$ cat src/rtl/multi_debounce_timer.sv
// N-channel button debouncer: synchroniser, per-channel qualify counter and 4-state FSM.
// Clean level changes SYNC_STAGES+COUNT_MAX+2 cycles after a stable raw edge; no backpressure.
module multi_debounce_timer #(
    parameter int CHANNELS    = 4,
    parameter int COUNT_MAX   = 39999,
    parameter int CNT_W       = 16,
    parameter int SYNC_STAGES = 2
) (
    input  logic                clk,
    input  logic                rst,
    input  logic                en,
    input  logic [CHANNELS-1:0] btn_raw,
    output logic [CHANNELS-1:0] btn_clean,
    output logic [CHANNELS-1:0] btn_rise,
    output logic [CHANNELS-1:0] btn_fall,
    output logic                busy
);

    typedef enum logic [1:0] {
        ST_LOW       = 2'd0,
        ST_WAIT_HIGH = 2'd1,
        ST_HIGH      = 2'd2,
        ST_WAIT_LOW  = 2'd3
    } state_t;

    localparam logic [CNT_W-1:0] CNT_TERM = CNT_W'(COUNT_MAX);
    localparam logic [CNT_W-1:0] CNT_ONE  = CNT_W'(1);

    logic [SYNC_STAGES-1:0] sync_q  [CHANNELS];
    state_t                 state_q [CHANNELS];
    state_t                 state_d [CHANNELS];
    logic [CNT_W-1:0]       cnt_q   [CHANNELS];
    logic [CNT_W-1:0]       cnt_d   [CHANNELS];

    logic [CHANNELS-1:0] sync_s;
    logic [CHANNELS-1:0] clean_q, clean_d;
    logic [CHANNELS-1:0] rise_q, rise_d;
    logic [CHANNELS-1:0] fall_q, fall_d;
    logic                busy_q, busy_d;

    always_comb begin
        for (int i = 0; i < CHANNELS; i++) begin
            sync_s[i] = sync_q[i][SYNC_STAGES-1];
        end
    end

    // Dropping en abandons any qualification in progress and falls back to the stable level.
    always_comb begin
        busy_d = 1'b0;
        for (int i = 0; i < CHANNELS; i++) begin
            state_d[i] = state_q[i];
            cnt_d[i]   = '0;
            case (state_q[i])
                ST_LOW: begin
                    if (en && sync_s[i]) state_d[i] = ST_WAIT_HIGH;
                end
                ST_WAIT_HIGH: begin
                    if (!en || !sync_s[i])        state_d[i] = ST_LOW;
                    else if (cnt_q[i] == CNT_TERM) state_d[i] = ST_HIGH;
                    else                           cnt_d[i]   = cnt_q[i] + CNT_ONE;
                end
                ST_HIGH: begin
                    if (en && !sync_s[i]) state_d[i] = ST_WAIT_LOW;
                end
                ST_WAIT_LOW: begin
                    if (!en || sync_s[i])          state_d[i] = ST_HIGH;
                    else if (cnt_q[i] == CNT_TERM) state_d[i] = ST_LOW;
                    else                           cnt_d[i]   = cnt_q[i] + CNT_ONE;
                end
                default: state_d[i] = ST_LOW;
            endcase
            clean_d[i] = (state_d[i] == ST_HIGH) || (state_d[i] == ST_WAIT_LOW);
            rise_d[i]  = (state_q[i] == ST_WAIT_HIGH) && (state_d[i] == ST_HIGH);
            fall_d[i]  = (state_q[i] == ST_WAIT_LOW) && (state_d[i] == ST_LOW);
            busy_d     = busy_d || (state_d[i] == ST_WAIT_HIGH) || (state_d[i] == ST_WAIT_LOW);
        end
    end

    always_ff @(posedge clk) begin
        if (rst) begin
            for (int i = 0; i < CHANNELS; i++) begin
                sync_q[i]  <= '0;
                state_q[i] <= ST_LOW;
                cnt_q[i]   <= '0;
            end
            clean_q <= '0;
            rise_q  <= '0;
            fall_q  <= '0;
            busy_q  <= 1'b0;
        end else begin
            for (int i = 0; i < CHANNELS; i++) begin
                sync_q[i]  <= {sync_q[i][SYNC_STAGES-2:0], btn_raw[i]};
                state_q[i] <= state_d[i];
                cnt_q[i]   <= cnt_d[i];
            end
            clean_q <= clean_d;
            rise_q  <= rise_d;
            fall_q  <= fall_d;
            busy_q  <= busy_d;
        end
    end

    assign btn_clean = clean_q;
    assign btn_rise  = rise_q;
    assign btn_fall  = fall_q;
    assign busy      = busy_q;

endmodule

$ cat config.mk
export PLATFORM = sky130hd
export DESIGN_NAME = multi_debounce_timer
export DESIGN_NICKNAME = d
export VERILOG_FILES = /design/src/rtl/multi_debounce_timer.sv
export SDC_FILE = /design/constraint.sdc
export NUM_CORES = 1
export LEC_CHECK = 0
export CAP_MARGIN = 15
export CORE_UTILIZATION = 45
export CTS_BUF_LIST = sky130_fd_sc_hd__clkbuf_16
export DETAILED_ROUTE_END_ITERATION = 8
export PLACE_DENSITY = 0.62
export SYNTH_ARGS = -nofsm -noshare
export SYNTH_HDL_FRONTEND = slang
export SYNTH_SLANG_ARGS = --single-unit
$ cat constraint.sdc
create_clock -name clk -period 4.3 [get_ports clk]
set_input_delay 1.29 -clock clk [delete_from_list [all_inputs] [get_ports clk]]
set_output_delay 1.29 -clock clk [all_outputs]
set_load 0.01 [all_outputs]
==> results of run 1 <==
## per-layer routing
metal | up-vias | wire length, um | global-route usage [%]
met4 | 0 | 122 | 7.20
met5 | - | 0 | 0
li1 | 1520 | - | -
met1 | 1317 | 3450 | 23.0
met3 | 10 | 219 | 4.11
met2 | 39 | 3080 | 26.1
## per-stage QoR
step	util, %	std cells	cell area, um2
floorplan	-	419	3860
global placement	50.2	535	4150
detailed placement	50.2	535	4150
CTS	53.4	551	4410
global route	53.4	551	4410
finish	53.4	551	4410
## where the power goes
part           total, mW  internal [mW]  switching [mW]
Sequential         0.860          0.857         0.00303
Clock              0.690          0.383           0.307
Combinational     0.0200         0.0112         0.00878
Total               1.57           1.25           0.319
## worst max-delay path, stage by stage
cell and delay, ps:
clkdlybuf4s50_1 650, nor2b_1 210, nand2_1 90, or3b_2 630
a21oi_1 170
## state kept, by name, indices dropped and copies added (netlist names)
signal	count
btn_fall	4
btn_rise	4
btn_clean	4
busy	1
state_q	7
cnt_q	64
sync_q	8
## cell families after synthesis
kind of cell    share of synthesized area [%]
flops                                    47.7
buf+inv                                  2.72
xor+xnor                                 10.9
simple gates                             30.8
compound gates                           6.03
fa+ha+maj                                1.30
mux                                     0.518
## final timing paths
| check | from | to | slack, ps | cells after the start |
|---|---|---|---|---|
| worst max-delay path | en | cnt_q[1][11] | 1520 | 5 |
| worst min-delay path | cnt_q[3][0] | cnt_q[3][0] | 440 | 1 |
| worst max register to register | cnt_q[0][0] | cnt_q[0][13] | 1960 | 5 |
| worst min register to register | cnt_q[3][0] | cnt_q[3][0] | 440 | 1 |
## cells in the final DEF, fill, tap and decap left out, types with 3 or more instances in the layout
cell type,netlist,final
dfxtp_1,92,92
nor2_1,56,56
xnor2_1,25,25
nand3_1,24,24
nand2_1,24,24
xor2_1,23,23
nand4_1,21,21
clkdlybuf4s50_1,0,19
a21oi_1,17,17
inv_1,14,16
or4_1,12,12
nor4_1,10,10
nor3_1,9,9
nor2b_1,9,9
clkbuf_16,0,9
and3_1,8,8
o21ai_0,7,7
o31ai_1,6,6
or3_1,5,5
and2_1,4,4
nor3b_1,4,4
or2_2,4,4
ha_1,4,4
and4_1,3,3
nand2b_1,3,3
## area by class of cell
cell class / count / area (um2) / area share (%)
multi-input combinational: 303 / 1910 / 43.4
sequential: 92 / 1840 / 41.8
clock buffer: 9 / 225 / 5.11
timing repair buffer: 21 / 205 / 4.66
tap: 105 / 131 / 2.98
inverter: 14 / 52.6 / 1.19
clock inverter: 7 / 36.3 / 0.823
==> summary.md, run 1 <==
| Metric | Value |
|---|---|
| Run status | `finished clean` |
| First-pass GRT wire length | `12000 um` |
| IO Count | `20` |
| Initial core utilization | `46.8%` |
| H-tree depth | `3` |
| Hold Fails Final Rpt | `0` |
| Unrepaired setup endpoints after global routing | `false` |
| Die ar. | `0.00895 mm2` |
| Avg WL per Cell | `12.5 um` |
| Number of synthesized flops with an enable pin | `0` |
| DP Worst Slack | `1170 ps` |
| Clock Latency Late Sink | `330 ps` |
| Iteration-0 DRC Markers | `60` |
| Clock Path Buffers | `2` |
| 1st-pass router iterations | `4` |
| CP required | `4560 ps` |
| CP startpoint kind | `primary input` |
| Routed wire length | `6880 um` |
| Resized cells post-CTS | `0` |
| Max Fclk | `359 MHz` |
| Die height | `94.6 um` |
| Max cap viols | `0` |
| Synth async-reset ratio | `0%` |
| Syn. warnings | `0` |
| Net count after synthesis | `430` |
| DRC Markers | `0` |
| Gr ovfl total | `0` |
| Synth cell count leaders | `dfxtp_1 (92), nor2_1 (56), xnor2_1 (25)` |
| WHS | `436 ps` |
| DIE WIDTH | `94.6 um` |
| All-Layer GR Usage | `17.1%` |
| Final setup vio count | `0` |
| CP Max Fanout | `16` |
| Worst Setup Path Type | `in -> reg` |
| Final Power | `1.57 mW` |
| # nets final | `452` |
| Maximum VDD drop | `0.235 mV` |
| Clock-pin transition on the worst setup and hold timing paths | `60 ps` |
| Routed Antenna Nets | `0` |
| Unique masters post-synth | `45` |
| Area growth syn-to-layout | `14.1%` |
| Vias in the first global route | `2615` |
| Register bit total from synthesis | `92` |
| Setup WS post-layout | `1520 ps` |
| Avg Cell Area, Syn | `9.22 um2` |
| Routed vias/inst | `5.24` |
| Post-CTS Setup Bufs | `0` |
| Worst hold-check path type | `reg -> reg` |
| Arrival time of the worst setup path | `3050 ps` |
| Layout cells sized above 1 | `7.17%` |
| Buffers on Ports | `19` |
| Fillers | `782` |
| Seq/Total Area, Yosys | `47.7%` |
| Cells after Synth | `419` |
| Core ar. | `0.00826 mm2` |
| Syn Std Cell Area | `0.00386 mm2` |
| Lkg Pwr | `1.38 nW` |
| Synth top area share | `47.7%` |
| Most frequent cell after synthesis | `dfxtp_1` |
| Hpwl dp | `4710 um` |
| Rows | `33` |
| Cts hold-fix bufs | `0` |
| Largest net degree at the start of global routing | `18` |
| Fin crit share | `64.7%` |
| Worst Skew | `3.37 ps` |
| Sink Count | `92` |
| Area leader, netlist | `dfxtp_1` |
| Sum Neg Setup Slack | `0 ps` |
| CTS tree | `done` |
| Slew Limit Headroom | `27.1%` |
| CTS Buf Count | `9` |
| Root buf cell | `clkbuf_16` |
| Vias post-DR | `2886` |
| CP Capture Type | `flop` |
| Initial antenna violation count | `0` |
| Power density cells | `356 mW/mm2` |
| Top_reg_cell synth | `dfxtp_1` |
| Top post-synthesis cells by area | `dfxtp_1 (48%), xnor2_1 (5.7%), nor2_1 (5.4%)` |
| Antenna cells | `0` |
| Least-Margin Pin Slew | `1090 ps` |
| Crit path time final | `2780 ps` |
| Fin. max-slew vios | `0` |
| Placer congestion estimate | `0.749` |
No activity file was read; power rests on OpenSTA's default activity.
==> run 2: changes to the inputs <==
--- a/config.mk
+++ b/config.mk
@@ -9,7 +9,7 @@
 export CORE_UTILIZATION = 45
 export CTS_BUF_LIST = sky130_fd_sc_hd__clkbuf_16
 export DETAILED_ROUTE_END_ITERATION = 8
-export PLACE_DENSITY = 0.62
+export PLACE_DENSITY = 0.64
 export SYNTH_ARGS = -nofsm -noshare
 export SYNTH_HDL_FRONTEND = slang
 export SYNTH_SLANG_ARGS = --single-unit
==> constraint.sdc (replaced) <==
create_clock -name clk -period 2.3 [get_ports clk]
set_input_delay 0.69 -clock clk [delete_from_list [all_inputs] [get_ports clk]]
set_output_delay 0.69 -clock clk [all_outputs]
set_load 0.01 [all_outputs]
==> run 2 against run 1 <==
Net effect: via count is 1.3% higher; sequential power is 87% higher; utilization is 0.85 points higher; flip-flop and latch count stayed put; combinational power is 96% higher; clock-buffer cell count stayed put; clock skew is 5.0 ps higher; hold slack hardly changed; first-iteration DRC count is 65% higher; wire length is 3.9% higher; global-route usage is 0.44 points higher.
==> summary.md, run 2 (synthesis results as in run 1) <==
| Metric | Value |
|---|---|
| Largest net degree at the start of global routing | `17 (was 18)` |
| Most common cell after layout, fill and taps aside | `dfxtp_1 (unchanged)` |
| Worst hold-check path type | `reg -> reg (unchanged)` |
| First-pass GRT wire length | `12100 um (was 12000 um)` |
| Hold Fails Final Rpt | `0 (unchanged)` |
| Reg2reg setup slack | `330 ps (was 1960 ps)` |
| Core ar. | `0.00826 mm2 (unchanged)` |
| Clock share of power | `46.7% (was 44.0%)` |
| Commonest cells after routing, fill and taps aside | `dfxtp_1 (92), nor2_1 (56), xnor2_1 (25) (unchanged)` |
| Hold path endpoint | `sync_q[0][1] (was cnt_q[3][0])` |
| Sequential cell area | `0.00184 mm2 (unchanged)` |
| Switch Pwr | `0.628 mW (was 0.319 mW)` |
| Fin. max-slew vios | `0 (unchanged)` |
| Switching share of total power | `20.3% (about the same)` |
| Area growth syn-to-layout | `15.9% (was 14.1%)` |
| Unrepaired setup endpoints after global routing | `false (unchanged)` |
| Least-Margin Pin Slew | `533 ps (was 1090 ps)` |
| Avg WL per Cell | `12.8 um (was 12.5 um)` |
| Routed Antenna Nets | `0 (unchanged)` |
| Final Power | `3.09 mW (was 1.57 mW)` |
| Die ar. | `0.00895 mm2 (unchanged)` |
| Initial antenna violation count | `0 (unchanged)` |
| Sink Count | `92 (unchanged)` |
| Hpwl dp | `4820 um (was 4710 um)` |
| # nets final | `457 (was 452)` |
| Crit path time final | `2070 ps` |
| Initial core utilization | `46.8% (unchanged)` |
| 1st-pass router iterations | `4 (unchanged)` |
| Fillers | `790 (was 782)` |
| Combinational power share | `1.3% (about the same)` |
| Footprint of the multi-input gates | `0.00191 mm2 (unchanged)` |
| DRC Markers | `0 (unchanged)` |
| Power density cells | `690 mW/mm2 (was 356 mW/mm2)` |
| Buffers on Ports | `19 (unchanged)` |
| Fin crit share | `90.1%` |
| Placer congestion estimate | `0.799 (was 0.749)` |
| Max Fclk | `483 MHz` |
| Antenna cells | `0 (unchanged)` |
| Vias post-DR | `2923 (was 2886)` |
| Number of flip-flops under the largest register name | `64 (unchanged)` |
| Top Registers | `cnt_q (64), sync_q (8), state_q (7) (unchanged)` |
| Rows | `33 (unchanged)` |
| Run status | `finished clean (unchanged)` |
| CP startpoint kind | `primary input (unchanged)` |
| Final setup vio count | `0 (unchanged)` |
| Gr ovfl total | `0 (unchanged)` |
| Internal Power | `2.46 mW (was 1.25 mW)` |
| Iteration-0 DRC Markers | `99 (was 60)` |
| CP Capture Type | `flop (unchanged)` |
| Hold wc startpoint | `sync_q[0][0] (was cnt_q[3][0])` |
| Max cap viols | `0 (unchanged)` |
| Largest Register | `cnt_q (unchanged)` |
| Root buf cell | `clkbuf_16 (unchanged)` |
| Cts hold-fix bufs | `0 (unchanged)` |
| Worst r2r dst | `busy (was cnt_q[0][13])` |
| Cells on worst reg2reg path | `5 (unchanged)` |
| Worst Skew | `8.39 ps (was 3.37 ps)` |
| Maximum VDD drop | `0.336 mV (was 0.235 mV)` |
| R2r startpoint | `cnt_q[3][0] (was cnt_q[0][0])` |
| Worst Setup Path Type | `in -> reg (unchanged)` |
| IO Count | `20 (unchanged)` |
| Routed vias/inst | `5.26 (was 5.24)` |
| Clock Latency Late Sink | `340 ps (was 330 ps)` |
| Vias in the first global route | `2609 (was 2615)` |
| Lkg Pwr | `1.42 nW (was 1.38 nW)` |
| WHS | `436 ps (about the same)` |
| DP Worst Slack | `-91.8 ps (was 1170 ps)` |
| CTS tree | `done (unchanged)` |
| CP Max Fanout | `16 (unchanged)` |
| Clock Path Buffers | `2 (unchanged)` |
| Final core occ | `54.2% (was 53.4%)` |
| Slew Limit Headroom | `64.5% (was 27.1%)` |
| All-Layer GR Usage | `17.5% (was 17.1%)` |
| Routed wire length | `7140 um (was 6880 um)` |
| Worst Hold Depth | `1 (unchanged)` |
| Layout cells sized above 1 | `8.43% (was 7.17%)` |
| Crit path launch | `en (unchanged)` |
| CP required | `2560 ps (was 4560 ps)` |
| Post-CTS Setup Bufs | `0 (unchanged)` |
| Seq pwr share | `52.0% (was 54.8%)` |
| H-tree depth | `3 (unchanged)` |
| DIE WIDTH | `94.6 um (unchanged)` |
| Die height | `94.6 um (unchanged)` |
| Arrival time of the worst setup path | `2330 ps (was 3050 ps)` |
| CTS Buf Count | `9 (unchanged)` |
| Resized cells post-CTS | `0 (unchanged)` |
| Setup WS post-layout | `228 ps (was 1520 ps)` |
| Clock-pin transition on the worst setup and hold timing paths | `60 ps (about the same)` |
==> run 2: cell count changes in the layout (fill, tap and decap cells not counted) <==
cell | before | now
clkinvlp_4 | 2 | 0
inv_1 | 16 | 15
clkinv_4 | 0 | 3
bufinv_16 | 0 | 1
buf_4 | 2 | 7
clkinv_2 | 2 | 1
==> run 2: final cells by class <==
| class | instances | area share (%) |
|---|---|---|
| multi-input combinational | 303 | 42.8 |
| sequential | 92 | 41.1 |
| timing repair buffer | 26 | 5.42 |
| clock buffer | 9 | 5.03 |
| tap | 105 | 2.93 |
| clock inverter | 7 | 1.54 |
| inverter | 14 | 1.17 |
==> run 2: through the flow <==
| step | TNS [ps] | instance area [um2] | std cells |
|---|---|---|---|
| final | 0 | 4480 | 556 |
| after global routing | 0 | 4480 | 556 |
| after CTS | 0 | 4480 | 556 |
| after detailed placement | -1060 | 4180 | 540 |
| after global placement | -827 | 4180 | 540 |
| after floorplan | 0 | 3860 | 419 |
==> run 2: metal layers <==
metal	GRT usage (%)	vias to the layer above	wire length, um
met5	0	-	0
met4	6.82	0	86
met3	4.67	8	250
met2	25.8	46	3100
met1	24.3	1336	3700
li1	-	1533	-
==> run 2: critical path, cell delays in order <==
cell and delay, ps:
clkdlybuf4s50_1 470, nor2b_1 250, nand2_1 110, or3b_2 630, a21oi_1 170
==> run 2: worst max-delay path by stage <==
stage	cells after the start	end
2_1_floorplan	7	cnt_q[1][12]
3_3_place_gp	5	cnt_q[1][13]
3_5_place_dp	5	cnt_q[1][15]
4_1_cts	5	cnt_q[1][13]
5_1_grt	5	cnt_q[1][11]
6_report	5	cnt_q[1][13]
==> run 2: power groups by stage <==
stage,combinational (mW),clock (mW),sequential (mW)
global placement,0.0379,0,1.64
detailed placement,0.0388,0,1.64
finish,0.0391,1.44,1.61
global route,0.0433,1.55,1.61
CTS,0.0396,1.47,1.61
floorplan,0.0163,0,1.64
